===== src/rtl/div_pkg.sv =====
// -----------------------------------------------------------------------------
// div_pkg
//   Shared definitions for the sequential divider: default datapath width,
//   iteration-counter width, CLA slice width and the FSM state type.
//   Imported by cla_inner, div_sub_stage and seq_divider.
// -----------------------------------------------------------------------------
package div_pkg;

  localparam int DIV_WIDTH = 32;
  localparam int CNT_W     = $clog2(DIV_WIDTH) + 1;
  localparam int CLA_W     = 8;

  typedef enum logic [1:0] {
    IDLE = 2'd0,
    ITER = 2'd1,
    FIX  = 2'd2,
    DONE = 2'd3
  } div_state_e;

endpackage


===== src/rtl/cla_inner.sv =====
// -----------------------------------------------------------------------------
// cla_inner
//   8-bit carry-lookahead adder slice. Every internal carry is formed directly
//   from generate/propagate terms and the slice carry-in (sum-of-products
//   lookahead form), so no carry depends on a lower-order carry inside the
//   slice.
// Ports
//   i_a, i_b  in  CLA_W  addends
//   i_cin     in  1      carry in
//   o_sum     out CLA_W  sum
//   o_cout    out 1      carry out
// -----------------------------------------------------------------------------
module cla_inner
  import div_pkg::*;
(
  input  logic [CLA_W-1:0] i_a,
  input  logic [CLA_W-1:0] i_b,
  input  logic             i_cin,
  output logic [CLA_W-1:0] o_sum,
  output logic             o_cout
);

  logic [CLA_W-1:0] w_g;
  logic [CLA_W-1:0] w_p;
  logic [CLA_W:0]   w_c;

  assign w_g = i_a & i_b;
  assign w_p = i_a ^ i_b;

  always_comb begin
    logic carry;
    logic prop;
    // NOTE: every variable written here gets a value first on every pass,
    // otherwise synthesis would infer a latch to hold the old value.
    w_c    = '0;
    carry  = 1'b0;
    prop   = 1'b1;
    w_c[0] = i_cin;
    for (int i = 0; i < CLA_W; i++) begin
      // c[i+1] = g[i] | p[i]g[i-1] | ... | p[i..0]cin
      carry = 1'b0;
      prop  = 1'b1;
      for (int j = i; j >= 0; j--) begin
        carry = carry | (prop & w_g[j]);
        prop  = prop & w_p[j];
      end
      w_c[i+1] = carry | (prop & i_cin);
    end
  end

  assign o_sum  = w_p ^ w_c[CLA_W-1:0];
  assign o_cout = w_c[CLA_W];

endmodule


===== src/rtl/div_sub_stage.sv =====
// -----------------------------------------------------------------------------
// div_sub_stage
//   Combinational (WIDTH+1)-bit subtractor o_diff = i_a - i_b computed as
//   i_a + ~i_b + 1 through chained cla_inner slices; the extra top bit is a
//   single full-adder cell. o_borrow is high when i_a < i_b (unsigned), i.e.
//   the trial result is negative. Also used as a negator: 0 - x.
// Ports
//   i_a       in  WIDTH+1  minuend
//   i_b       in  WIDTH+1  subtrahend
//   o_diff    out WIDTH+1  difference (mod 2^(WIDTH+1))
//   o_borrow  out 1        minuend < subtrahend
// WIDTH must be a multiple of CLA_W.
// -----------------------------------------------------------------------------
module div_sub_stage
  import div_pkg::*;
#(
  parameter int WIDTH = DIV_WIDTH
) (
  input  logic [WIDTH:0] i_a,
  input  logic [WIDTH:0] i_b,
  output logic [WIDTH:0] o_diff,
  output logic           o_borrow
);

  localparam int N_SLICES = WIDTH / CLA_W;

  logic [WIDTH:0]    w_b_n;
  logic [N_SLICES:0] w_carry;
  logic              w_cout;

  assign w_b_n      = ~i_b;
  assign w_carry[0] = 1'b1;  // the +1 of two's-complement subtraction

  for (genvar gi = 0; gi < N_SLICES; gi++) begin : g_slice
    cla_inner u_cla (
      .i_a    (i_a[gi*CLA_W +: CLA_W]),
      .i_b    (w_b_n[gi*CLA_W +: CLA_W]),
      .i_cin  (w_carry[gi]),
      .o_sum  (o_diff[gi*CLA_W +: CLA_W]),
      .o_cout (w_carry[gi+1])
    );
  end

  assign o_diff[WIDTH] = i_a[WIDTH] ^ w_b_n[WIDTH] ^ w_carry[N_SLICES];
  assign w_cout        = (i_a[WIDTH] & w_b_n[WIDTH]) |
                         (i_a[WIDTH] & w_carry[N_SLICES]) |
                         (w_b_n[WIDTH] & w_carry[N_SLICES]);
  // For A + ~B + 1 a carry out means no borrow.
  assign o_borrow      = ~w_cout;

endmodule


===== src/rtl/seq_divider.sv =====
// -----------------------------------------------------------------------------
// seq_divider
//   Multicycle restoring integer divider. One quotient bit per clock through a
//   CLA trial subtractor; fixed latency of WIDTH+2 edges from the start edge
//   to the edge that ends the one-cycle data_resultRDY pulse.
//   FSM: IDLE -> ITER (WIDTH edges) -> FIX -> DONE -> IDLE.
//   A ctrl_DIV pulse in any state (re)captures operands and restarts; an
//   aborted division never raises data_resultRDY.
// Configuration macro
//   DIV_SIGNED_EN  defined  : two's-complement operands, quotient truncates
//                             toward zero, remainder takes dividend's sign,
//                             MIN_INT / -1 gives MIN_INT, 0, exception.
//                  undefined: unsigned operands, exception only on div-by-0.
// Ports
//   clock           in   1      rising-edge clock
//   resetn          in   1      asynchronous active-low reset
//   ctrl_DIV        in   1      start pulse, operands sampled on same edge
//   data_operandA   in   WIDTH  dividend
//   data_operandB   in   WIDTH  divisor
//   data_result     out  WIDTH  quotient
//   data_remainder  out  WIDTH  remainder
//   data_exception  out  1      divide-by-zero / signed overflow
//   data_resultRDY  out  1      one-cycle pulse, outputs valid
// -----------------------------------------------------------------------------
module seq_divider
  import div_pkg::*;
#(
  parameter int WIDTH = DIV_WIDTH
) (
  input  logic             clock,
  input  logic             resetn,
  input  logic             ctrl_DIV,
  input  logic [WIDTH-1:0] data_operandA,
  input  logic [WIDTH-1:0] data_operandB,
  output logic [WIDTH-1:0] data_result,
  output logic [WIDTH-1:0] data_remainder,
  output logic             data_exception,
  output logic             data_resultRDY
);

  localparam int CW = $clog2(WIDTH) + 1;

  div_state_e       r_state;
  logic [CW-1:0]    r_count;
  logic [WIDTH-1:0] r_rem;
  logic [WIDTH-1:0] r_quo;
  logic [WIDTH-1:0] r_divisor;
  logic             r_div0;
  logic [WIDTH-1:0] r_result;
  logic [WIDTH-1:0] r_remainder;
  logic             r_exc;
  logic             r_rdy;

  // ---------------------------------------------------------------------------
  // Trial subtraction. The full partial remainder R is kept (WIDTH+1-bit
  // trial) so divisors with the top bit set divide exactly.
  // ---------------------------------------------------------------------------
  logic [WIDTH:0] w_trial_a;
  logic [WIDTH:0] w_trial_b;
  logic [WIDTH:0] w_trial_diff;
  logic           w_trial_borrow;

  assign w_trial_a = {r_rem, r_quo[WIDTH-1]};
  assign w_trial_b = {1'b0, r_divisor};

  div_sub_stage #(.WIDTH(WIDTH)) u_trial (
    .i_a      (w_trial_a),
    .i_b      (w_trial_b),
    .o_diff   (w_trial_diff),
    .o_borrow (w_trial_borrow)
  );

  // ---------------------------------------------------------------------------
  // Operand conditioning and sign fix-up
  // ---------------------------------------------------------------------------
  logic [WIDTH-1:0] w_abs_a;
  logic [WIDTH-1:0] w_abs_b;
  logic [WIDTH-1:0] w_q_signed;
  logic [WIDTH-1:0] w_r_signed;
  logic             w_ovf;
  logic             w_unused;

`ifdef DIV_SIGNED_EN
  logic             r_sign_a;
  logic             r_sign_b;
  logic             r_ovf;
  logic [WIDTH-1:0] w_neg0_in;
  logic [WIDTH-1:0] w_neg1_in;
  logic [WIDTH:0]   w_neg0_diff;
  logic [WIDTH:0]   w_neg1_diff;
  logic             w_neg0_borrow;
  logic             w_neg1_borrow;

  // The two negators serve the operand abs() on a start edge and the result
  // negation in FIX. A start in FIX aborts, so the FIX values are not needed
  // then and the operand path can take priority.
  assign w_neg0_in = ctrl_DIV ? data_operandA : r_quo;
  assign w_neg1_in = ctrl_DIV ? data_operandB : r_rem;

  div_sub_stage #(.WIDTH(WIDTH)) u_neg0 (
    .i_a      ('0),
    .i_b      ({1'b0, w_neg0_in}),
    .o_diff   (w_neg0_diff),
    .o_borrow (w_neg0_borrow)
  );

  div_sub_stage #(.WIDTH(WIDTH)) u_neg1 (
    .i_a      ('0),
    .i_b      ({1'b0, w_neg1_in}),
    .o_diff   (w_neg1_diff),
    .o_borrow (w_neg1_borrow)
  );

  assign w_abs_a    = data_operandA[WIDTH-1] ? w_neg0_diff[WIDTH-1:0] : data_operandA;
  assign w_abs_b    = data_operandB[WIDTH-1] ? w_neg1_diff[WIDTH-1:0] : data_operandB;
  assign w_q_signed = (r_sign_a ^ r_sign_b) ? w_neg0_diff[WIDTH-1:0] : r_quo;
  assign w_r_signed = r_sign_a ? w_neg1_diff[WIDTH-1:0] : r_rem;
  assign w_ovf      = r_ovf;
  assign w_unused   = ^{w_trial_diff[WIDTH], w_neg0_diff[WIDTH], w_neg1_diff[WIDTH],
                        w_neg0_borrow, w_neg1_borrow};

  // Sign/overflow flags change only when a new division is captured.
  always_ff @(posedge clock or negedge resetn) begin
    if (!resetn) begin
      r_sign_a <= 1'b0;
      r_sign_b <= 1'b0;
      r_ovf    <= 1'b0;
    end else if (ctrl_DIV) begin
      r_sign_a <= data_operandA[WIDTH-1];
      r_sign_b <= data_operandB[WIDTH-1];
      r_ovf    <= (data_operandA == {1'b1, {(WIDTH-1){1'b0}}}) && (&data_operandB);
    end
  end
`else
  assign w_abs_a    = data_operandA;
  assign w_abs_b    = data_operandB;
  assign w_q_signed = r_quo;
  assign w_r_signed = r_rem;
  assign w_ovf      = 1'b0;
  assign w_unused   = w_trial_diff[WIDTH];
`endif

  // Final values loaded into the output registers on the FIX->DONE edge.
  logic [WIDTH-1:0] w_fix_result;
  logic [WIDTH-1:0] w_fix_rem;
  logic             w_fix_exc;

  always_comb begin
    w_fix_result = w_q_signed;
    w_fix_rem    = w_r_signed;
    w_fix_exc    = 1'b0;
    if (r_div0) begin
      w_fix_result = '0;
      w_fix_rem    = '0;
      w_fix_exc    = 1'b1;
    end else if (w_ovf) begin
      w_fix_result = {1'b1, {(WIDTH-1){1'b0}}};
      w_fix_rem    = '0;
      w_fix_exc    = 1'b1;
    end
  end

  // ---------------------------------------------------------------------------
  // FSM, counter, shift registers and output registers
  // ---------------------------------------------------------------------------
  // NOTE: state registers use non-blocking (<=) assignments so every register
  // samples pre-edge values and the block order does not matter.
  always_ff @(posedge clock or negedge resetn) begin
    if (!resetn) begin
      r_state     <= IDLE;
      r_count     <= '0;
      r_rem       <= '0;
      r_quo       <= '0;
      r_divisor   <= '0;
      r_div0      <= 1'b0;
      r_result    <= '0;
      r_remainder <= '0;
      r_exc       <= 1'b0;
      r_rdy       <= 1'b0;
    end else begin
      r_rdy <= 1'b0;
      if (ctrl_DIV) begin
        // Start or restart from any state; a pulse already high in DONE
        // still completes this cycle.
        r_state   <= ITER;
        r_count   <= '0;
        r_rem     <= '0;
        r_quo     <= w_abs_a;
        r_divisor <= w_abs_b;
        r_div0    <= (data_operandB == '0);
      end else begin
        unique case (r_state)
          IDLE: r_state <= IDLE;
          ITER: begin
            if (w_trial_borrow) begin
              r_rem <= w_trial_a[WIDTH-1:0];
            end else begin
              r_rem <= w_trial_diff[WIDTH-1:0];
            end
            r_quo   <= {r_quo[WIDTH-2:0], ~w_trial_borrow};
            r_count <= r_count + CW'(1);
            if (r_count == CW'(WIDTH - 1)) begin
              r_state <= FIX;
            end
          end
          FIX: begin
            r_result    <= w_fix_result;
            r_remainder <= w_fix_rem;
            r_exc       <= w_fix_exc;
            r_rdy       <= 1'b1;
            r_state     <= DONE;
          end
          DONE:    r_state <= IDLE;
          default: r_state <= IDLE;
        endcase
      end
    end
  end

  assign data_result    = r_result;
  assign data_remainder = r_remainder;
  assign data_exception = r_exc;
  assign data_resultRDY = r_rdy;

endmodule


===== config.mk =====
export PLATFORM = sky130hd
export DESIGN_NAME = seq_divider
export DESIGN_NICKNAME = d
export VERILOG_FILES = /design/src/rtl/div_pkg.sv /design/src/rtl/cla_inner.sv /design/src/rtl/div_sub_stage.sv /design/src/rtl/seq_divider.sv
export SDC_FILE = /design/constraint.sdc
export NUM_CORES = 1
export LEC_CHECK = 0
export BUFFER_PORTS_ARGS = -buffer_cell sky130_fd_sc_hd__buf_4
export CAP_MARGIN = 20
export CORE_ASPECT_RATIO = 0.6
export CORE_MARGIN = 3
export CORE_UTILIZATION = 62
export DETAILED_ROUTE_END_ITERATION = 8
export HOLD_SLACK_MARGIN = 0.02
export PLACE_DENSITY = 0.88
export SLEW_MARGIN = 25
export SYNTH_ARGS = -nofsm -noshare
export SYNTH_HDL_FRONTEND = slang
export SYNTH_SLANG_ARGS = --single-unit

===== constraint.sdc =====
create_clock -name clock -period 7.1 [get_ports clock]
set_input_delay 0.355 -clock clock [delete_from_list [all_inputs] [get_ports clock]]
set_output_delay 0.355 -clock clock [all_outputs]
set_load 0.1 [all_outputs]

# Word level (Yosys, flattened, before mapping)
# Index checks and enable logic that the tools add are counted.
classes:
  add_sub_neg: 1
  n_eq_ne: 5
  n_mux: 15
  bitwise: 411
  reduce_logical: 5
ops:
  columns: ["op", "n"]
  rows:
  - ["AND 1 bit", 251]
  - ["2-to-1 mux 32 bit", 7]
  - ["bitwise OR 1 bit", 146]
  - ["XOR 8 bit", 8]
  - ["NOT 32 -> 33 bit", 1]
  - ["AND 8 bit", 4]
  - ["zero test 32 bit", 1]
  - ["2-to-1 mux 6 bit", 2]
  - ["adder 6 x 1 -> 6 bit (second input constant)", 1]
  - ["== test 6 x 5 -> 1 bit (second input constant)", 1]
  - ["one-hot mux 2 bit (3 select lines)", 1]
  - ["== test 2 bit (second input constant)", 2]
  - ["2-to-1 mux 2 bit", 2]
  - ["2-to-1 mux 1 bit", 3]
  - ["!= test 3 bit (second input constant)", 1]
  - ["== test 2 x 1 -> 1 bit (second input constant)", 1]
  - ["zero test 2 bit", 1]
  - ["AND reduction 2 bit", 1]
  - ["nonzero test 2 bit", 1]
  - ["OR reduction 2 bit", 1]
  - ["NOT 1 bit", 1]
totals:
  reg_bits: 171
  elab_cells: 447

# Depth between registers and ports, before layout
logic_depth:
  ltp_word: 23
  ltp_mapped: 13
  ltp_nobuf: 11

# By module
# From an unflattened synthesis, not the netlist that was laid out.
unflattened:
  hier_cells: 881
  area_unflattened_um2: 8979.9
by_module_without_submodules:
  columns: ["mod", "n_inst", "cells_per_inst", "area_per_inst_um2", "seq_area_each_um2"]
  rows:
  - ["seq_divider", 1, 689, 7527.2, 4279.1]
  - ["cla_inner at u_trial.g_slice[0].u_cla ...", 2, 41, 332.8, 0.0]
  - ["cla_inner at u_trial.g_slice[2].u_cla ...", 2, 37, 317.8, 0.0]
  - ["div_sub_stage", 1, 36, 151.4, 0.0]

# Worst setup path before layout
# Ideal clock, no wire load.
synth_timing:
  path_type: "register -> register"
  startpoint: "register r_rem[11]"
  endpoint: "register r_rem[24]"
  setup_time_ps: 87
  arrival_time_ps: 2626
  t_required_ps: 7013
  setup_slack_ps: 4387
  stages_incl_launch_ff: 11
  n_path_buf: 1
  path_cell_list: "dfrtp_1 -> ha_1 -> and3_1 -> a211oi_1 -> a21oi_2 -> nand3_1 -> and3b_1 -> buf_2 -> fa_1 -> mux2_4 -> a211oi_2"
synth_between:
  elab_chain_cells: 18
  elab_cells_between_ends: 31
  classes_between: "mux: 3; bitwise: 28"
synth_lines:
  columns: ["item", "line", "source"]
  rows:
  - ["start: declaration", "seq_divider.sv:45", "logic [WIDTH-1:0] r_rem;"]
  - ["start signal: assignment", "seq_divider.sv:196", "r_rem <= w_trial_a[WIDTH-1:0];"]
  - ["start signal: assignment", "seq_divider.sv:198", "r_rem <= w_trial_diff[WIDTH-1:0];"]
  - ["AND 8 bit or XOR 8 bit (tied branches)", "cla_inner.sv:27, cla_inner.sv:28", null]
  - ["AND 1 bit (on tied branches)", "cla_inner.sv:44, cla_inner.sv:45", null]
  - ["bitwise OR 1 bit (tied with other cells) (4 in a row)", "cla_inner.sv:44", "carry = carry | (prop & w_g[j]);"]
  - ["bitwise OR 1 bit or AND 1 bit (tied branches)", "cla_inner.sv:44, cla_inner.sv:47", null]
  - ["bitwise OR 1 bit (*)", "cla_inner.sv:47", "w_c[i+1] = carry | (prop & i_cin);"]
  - ["AND 1 bit (*)", "cla_inner.sv:47", null]
  - ["bitwise OR 1 bit (*)", "cla_inner.sv:47", null]
  - ["AND 1 bit", "cla_inner.sv:47", null]
  - ["bitwise OR 1 bit", "cla_inner.sv:47", null]
  - ["AND 1 bit", "div_sub_stage.sv:46", "(i_a[WIDTH] & w_carry[N_SLICES]) |"]
  - ["bitwise OR 1 bit", "div_sub_stage.sv:45", "assign w_cout = (i_a[WIDTH] & w_b_n[WIDTH]) |"]
  - ["bitwise OR 1 bit", "div_sub_stage.sv:46", null]
  - ["2-to-1 mux 32 bit (*)", "seq_divider.sv:195", "if (w_trial_borrow) begin"]
  - ["2-to-1 mux 32 bit (*)", "seq_divider.sv:192", "unique case (r_state)"]
  - ["2-to-1 mux 32 bit (*)", "seq_divider.sv:182", "if (ctrl_DIV) begin"]
# Mark *: on every way between the ends. The rest lies on a longest branch, timed or not. The select of a mux whose other input is x is not followed.
# A chain may end at the register's enable or synchronous reset.

# Final worst setup path
layout_timing:
  startpoint: "register r_rem[17]"
  endpoint: "register r_rem[4]"
layout_between:
  elab_chain_cells: 14
  elab_cells_between_ends: 22
  classes_between: "mux: 3; bitwise: 19"
layout_lines:
  columns: ["item", "line"]
  rows:
  - ["AND 8 bit or XOR 8 bit (tied branches)", "cla_inner.sv:27, cla_inner.sv:28"]
  - ["AND 1 bit (on tied branches)", "cla_inner.sv:44, cla_inner.sv:45"]
  - ["bitwise OR 1 bit (tied with other cells) (2 in a row)", "cla_inner.sv:44"]
  - ["bitwise OR 1 bit or AND 1 bit (tied branches)", "cla_inner.sv:44, cla_inner.sv:47"]
  - ["bitwise OR 1 bit (*)", "cla_inner.sv:47"]
  - ["AND 1 bit (*)", "cla_inner.sv:47"]
  - ["bitwise OR 1 bit (*)", "cla_inner.sv:47"]
  - ["AND 1 bit", "div_sub_stage.sv:46"]
  - ["bitwise OR 1 bit", "div_sub_stage.sv:45"]
  - ["bitwise OR 1 bit (*)", "div_sub_stage.sv:46"]
  - ["2-to-1 mux 32 bit (*)", "seq_divider.sv:195"]
  - ["2-to-1 mux 32 bit (*)", "seq_divider.sv:192"]
  - ["2-to-1 mux 32 bit (*)", "seq_divider.sv:182"]
# Marked as above.

==> impl_metrics.py <==
metrics = {
    "synthesis": {
        "synth_cell_types": 68,
        "syn-num-nets": 1112,
        "ys_ff_latch": 171,
        "ys_warn_count": 0,
        "yosysSeqAreaShare_pct": 47.4,
        "ys_top_cells_by_count": "nand2_1 (238), dfrtp_1 (171), o21ai_0 (141), inv_1 (52), clkbuf_1 (49)",
        "synth.avg_cell_area_sq_um": 8.99,
        "synth_top_area_cell": "dfrtp_1",
        "synth_edf_count": 0,
        "synth_top_cells_by_area": "dfrtp_1 (47%), nand2_1 (9.9%), o21ai_0 (7.8%)",
        "synth_ff_type": "dfrtp_1",
        "synth_top_area_share_pct": 47.4,
        "synth_area_sq_um": 9030,
        "async_reset_ff_share_pct": 100,
        "yosysMostFrequentCell": "nand2_1",
        "synthCells": 1005,
    },
    "final_layout": {
        "antenna_cells": 0,
        "final_layout_size_suffix_gt1_share_pct": 17.3,
        "fin_util_pct": 76.7,
        "stdcell_area_sq_um": 10700,
        "fillCellCount": 1011,
        "synthToLayoutAreaGrowth_pct": 18.4,
        "layout.nets": 1209,
    },
    "place": {
        "placed_cell_area_sq_um": 10100,
        "port_buffers": 132,
        "place_congestion": 0.923,
        "dp_hpwl_mm": 15.6,
    },
    "cts": {
        "post_cts_buffers": 0,
        "cts_max_path_buffers": 2,
        "ctsResizeCount": 0,
        "worstSkewPairLatency_ns": 0.43,
        "clockRootBuffer": "clkbuf_16",
        "cts_buffers": 17,
        "cts_num_sinks": 171,
        "cts_tree": "built",
        "cts_max_level": 4,
        "path_clk_slew_ns": 0.07,
        "holdBufCountCts": 0,
    },
    "global_route": {
        "grt_pass1_wl_mm": 38.2,
        "grt.overflow.total": 0,
        "antenna_found_initial": 0,
        "grt_max_degree": 115,
        "grt_util_all_layers_pct": 29.4,
        "grt_pass1_vias": 7532,
    },
    "floorplan": {
        "num_rows": 33,
        "fp.coreArea_sq_um": 14000,
        "start_util_pct": 64.7,
        "die_x_um": 162,
        "die_h_um": 99.5,
        "io_pins": 133,
        "dieArea_sq_um": 16100,
    },
    "worst_setup_path": {
        "criticalPathCategory": "register to register",
        "start_kind": "register",
        "critPathCaptureType": "register",
        "crit_arrival_ns": 3.83,
        "worstPathMaxFanout": 27,
        "required_ns": 7.40,
    },
    "route": {
        "drtAntennaViolNets": 0,
        "drt-wirelength-per-cell_um": 17.7,
        "routed_wl_mm": 23.1,
        "drt_iter0_drc": 768,
        "drc": 0,
        "viasPerCell": 5.97,
        "vias": 7804,
        "firstDrtPassIters": 5,
    },
    "timing": {
        "hold_viol": 0,
        "clock_skew_ns": 0.0140,
        "final.min_clock_period_ns": 3.53,
        "maxSlewViolCount": 0,
        "period_share_pct": 49.8,
        "fmax_mhz": 283,
        "tightest_slew_ns": 1.11,
        "fin_hold_ws_ns": 0.0491,
        "setup_viol": 0,
        "slew_headroom_pct": 25.8,
        "setup_tns_ns": 0,
        "rsz0062_at_grt": "no",
    },
    "pwr": {
        "power_uw": 5650,
        "irDropWorstVdd_v": 0.000271,
        "p_leak_uw": 0.00521,
        "pwr_density_cell_nw_per_um2": 528,
    },
    "run": {
        "maxCapViolCount": 0,
    },
    "worst_hold_path": {
        "hold_class": "input port to async pin",
    },
    "run_status": {
        "outcome": "finished clean",
    },
}
## layer usage
metal	up-vias	track usage (%)	part of all wire, %
li1	3660	-	-
met1	3759	43.7	45
met2	339	44.2	45
met3	46	5.74	8.1
met4	0	9.11	2.0
met5	-	0	0
## layout by cell type (no fill, tap or decap), types with 3 or more instances in the layout
cell type	n
a211oi_2	3
a21o_1	13
a21oi_1	22
a311oi_1	20
a311oi_2	4
and3_1	4
buf_4	135
clkbuf_16	17
clkinv_4	3
clkinv_8	3
dfrtp_1	171
fa_1	3
ha_1	36
inv_1	52
inv_8	4
mux2_4	3
mux2i_1	36
nand2_1	238
nand2b_1	7
nand3_1	12
nand3b_1	4
nand4_1	8
nor2_1	45
nor2b_1	4
nor3_1	11
nor4_1	8
o211a_1	3
o21a_1	8
o21ai_0	141
o21ai_1	9
o31ai_1	8
or3_1	8
xnor2_1	8
xor2_1	7
## cell type report
class / count / area [sq um] / area share (%)
Timing Repair Buffer: 138 / 1070 / 9.96
Tap cell: 192 / 240 / 2.25
Clock inverter: 15 / 180 / 1.68
Sequential cell: 171 / 4280 / 40.0
Inverter: 53 / 199 / 1.86
Clock buffer: 17 / 425 / 3.98
Multi-Input combinational cell: 721 / 4310 / 40.3
## worst max-delay path, cell delays in order, from the launching register on
cell and delay, ns:
dfrtp_1 0.42, ha_1 0.43, and3_4 0.25, nor3b_2 0.23, nand4_1 0.12, a21o_1 0.19
a311oi_2 0.28, or2_1 0.90, nand2_1 0.19, a311oi_1 0.39
## path summary, 6_finish.rpt
path,from,endpoint,slack [ns],depth (start not counted)
setup / recovery,r_rem[17],r_rem[4],3.57,9
hold / removal,resetn,data_remainder[12],0.05,1
setup reg to reg,r_rem[17],r_rem[4],3.57,9
hold reg to reg,data_remainder[11],data_remainder[11],0.48,2
max in group asynchronous,resetn,r_count[2],5.71,2
min in group clock,data_operandA[21],r_quo[21],0.13,3
## cell families (layout without fill, tap and decap cells)
group	Yosys count	in the layout	synth area share, %
AND/OR/NAND/NOR	367	367	17.7
AO/OA/AOI/OAI	260	260	18.0
flip-flops	171	171	47.4
buffers and inverters	113	223	5.19
adder cells (fa/ha/maj)	40	40	5.79
multiplexers	39	39	4.49
XOR/XNOR	15	15	1.45
## state kept, by name (all words and copies together) (netlist names)
register	count
r_div0	1
data_result	32
r_rem	32
data_remainder	32
r_count	6
r_state	2
r_quo	32
data_resultRDY	1
r_divisor	32
data_exception	1
## where the power goes
part           switching [uW]  total [uW]  leakage, uW  internal, uW
logic                    2250        3190      0.00273           942
clock network             436         941     0.000294           505
registers                 243        1520      0.00219          1270
total                    2930        5650      0.00521          2720
## per-stage QoR
step                      instances  setup slack (ns)
after floorplan                1005              4.39
after global placement         1274              3.75
after detailed placement       1275              3.63
after CTS                      1307              3.62
after global routing           1307              3.33
final                          1307              3.57
(Power assumes the default switching activity.)
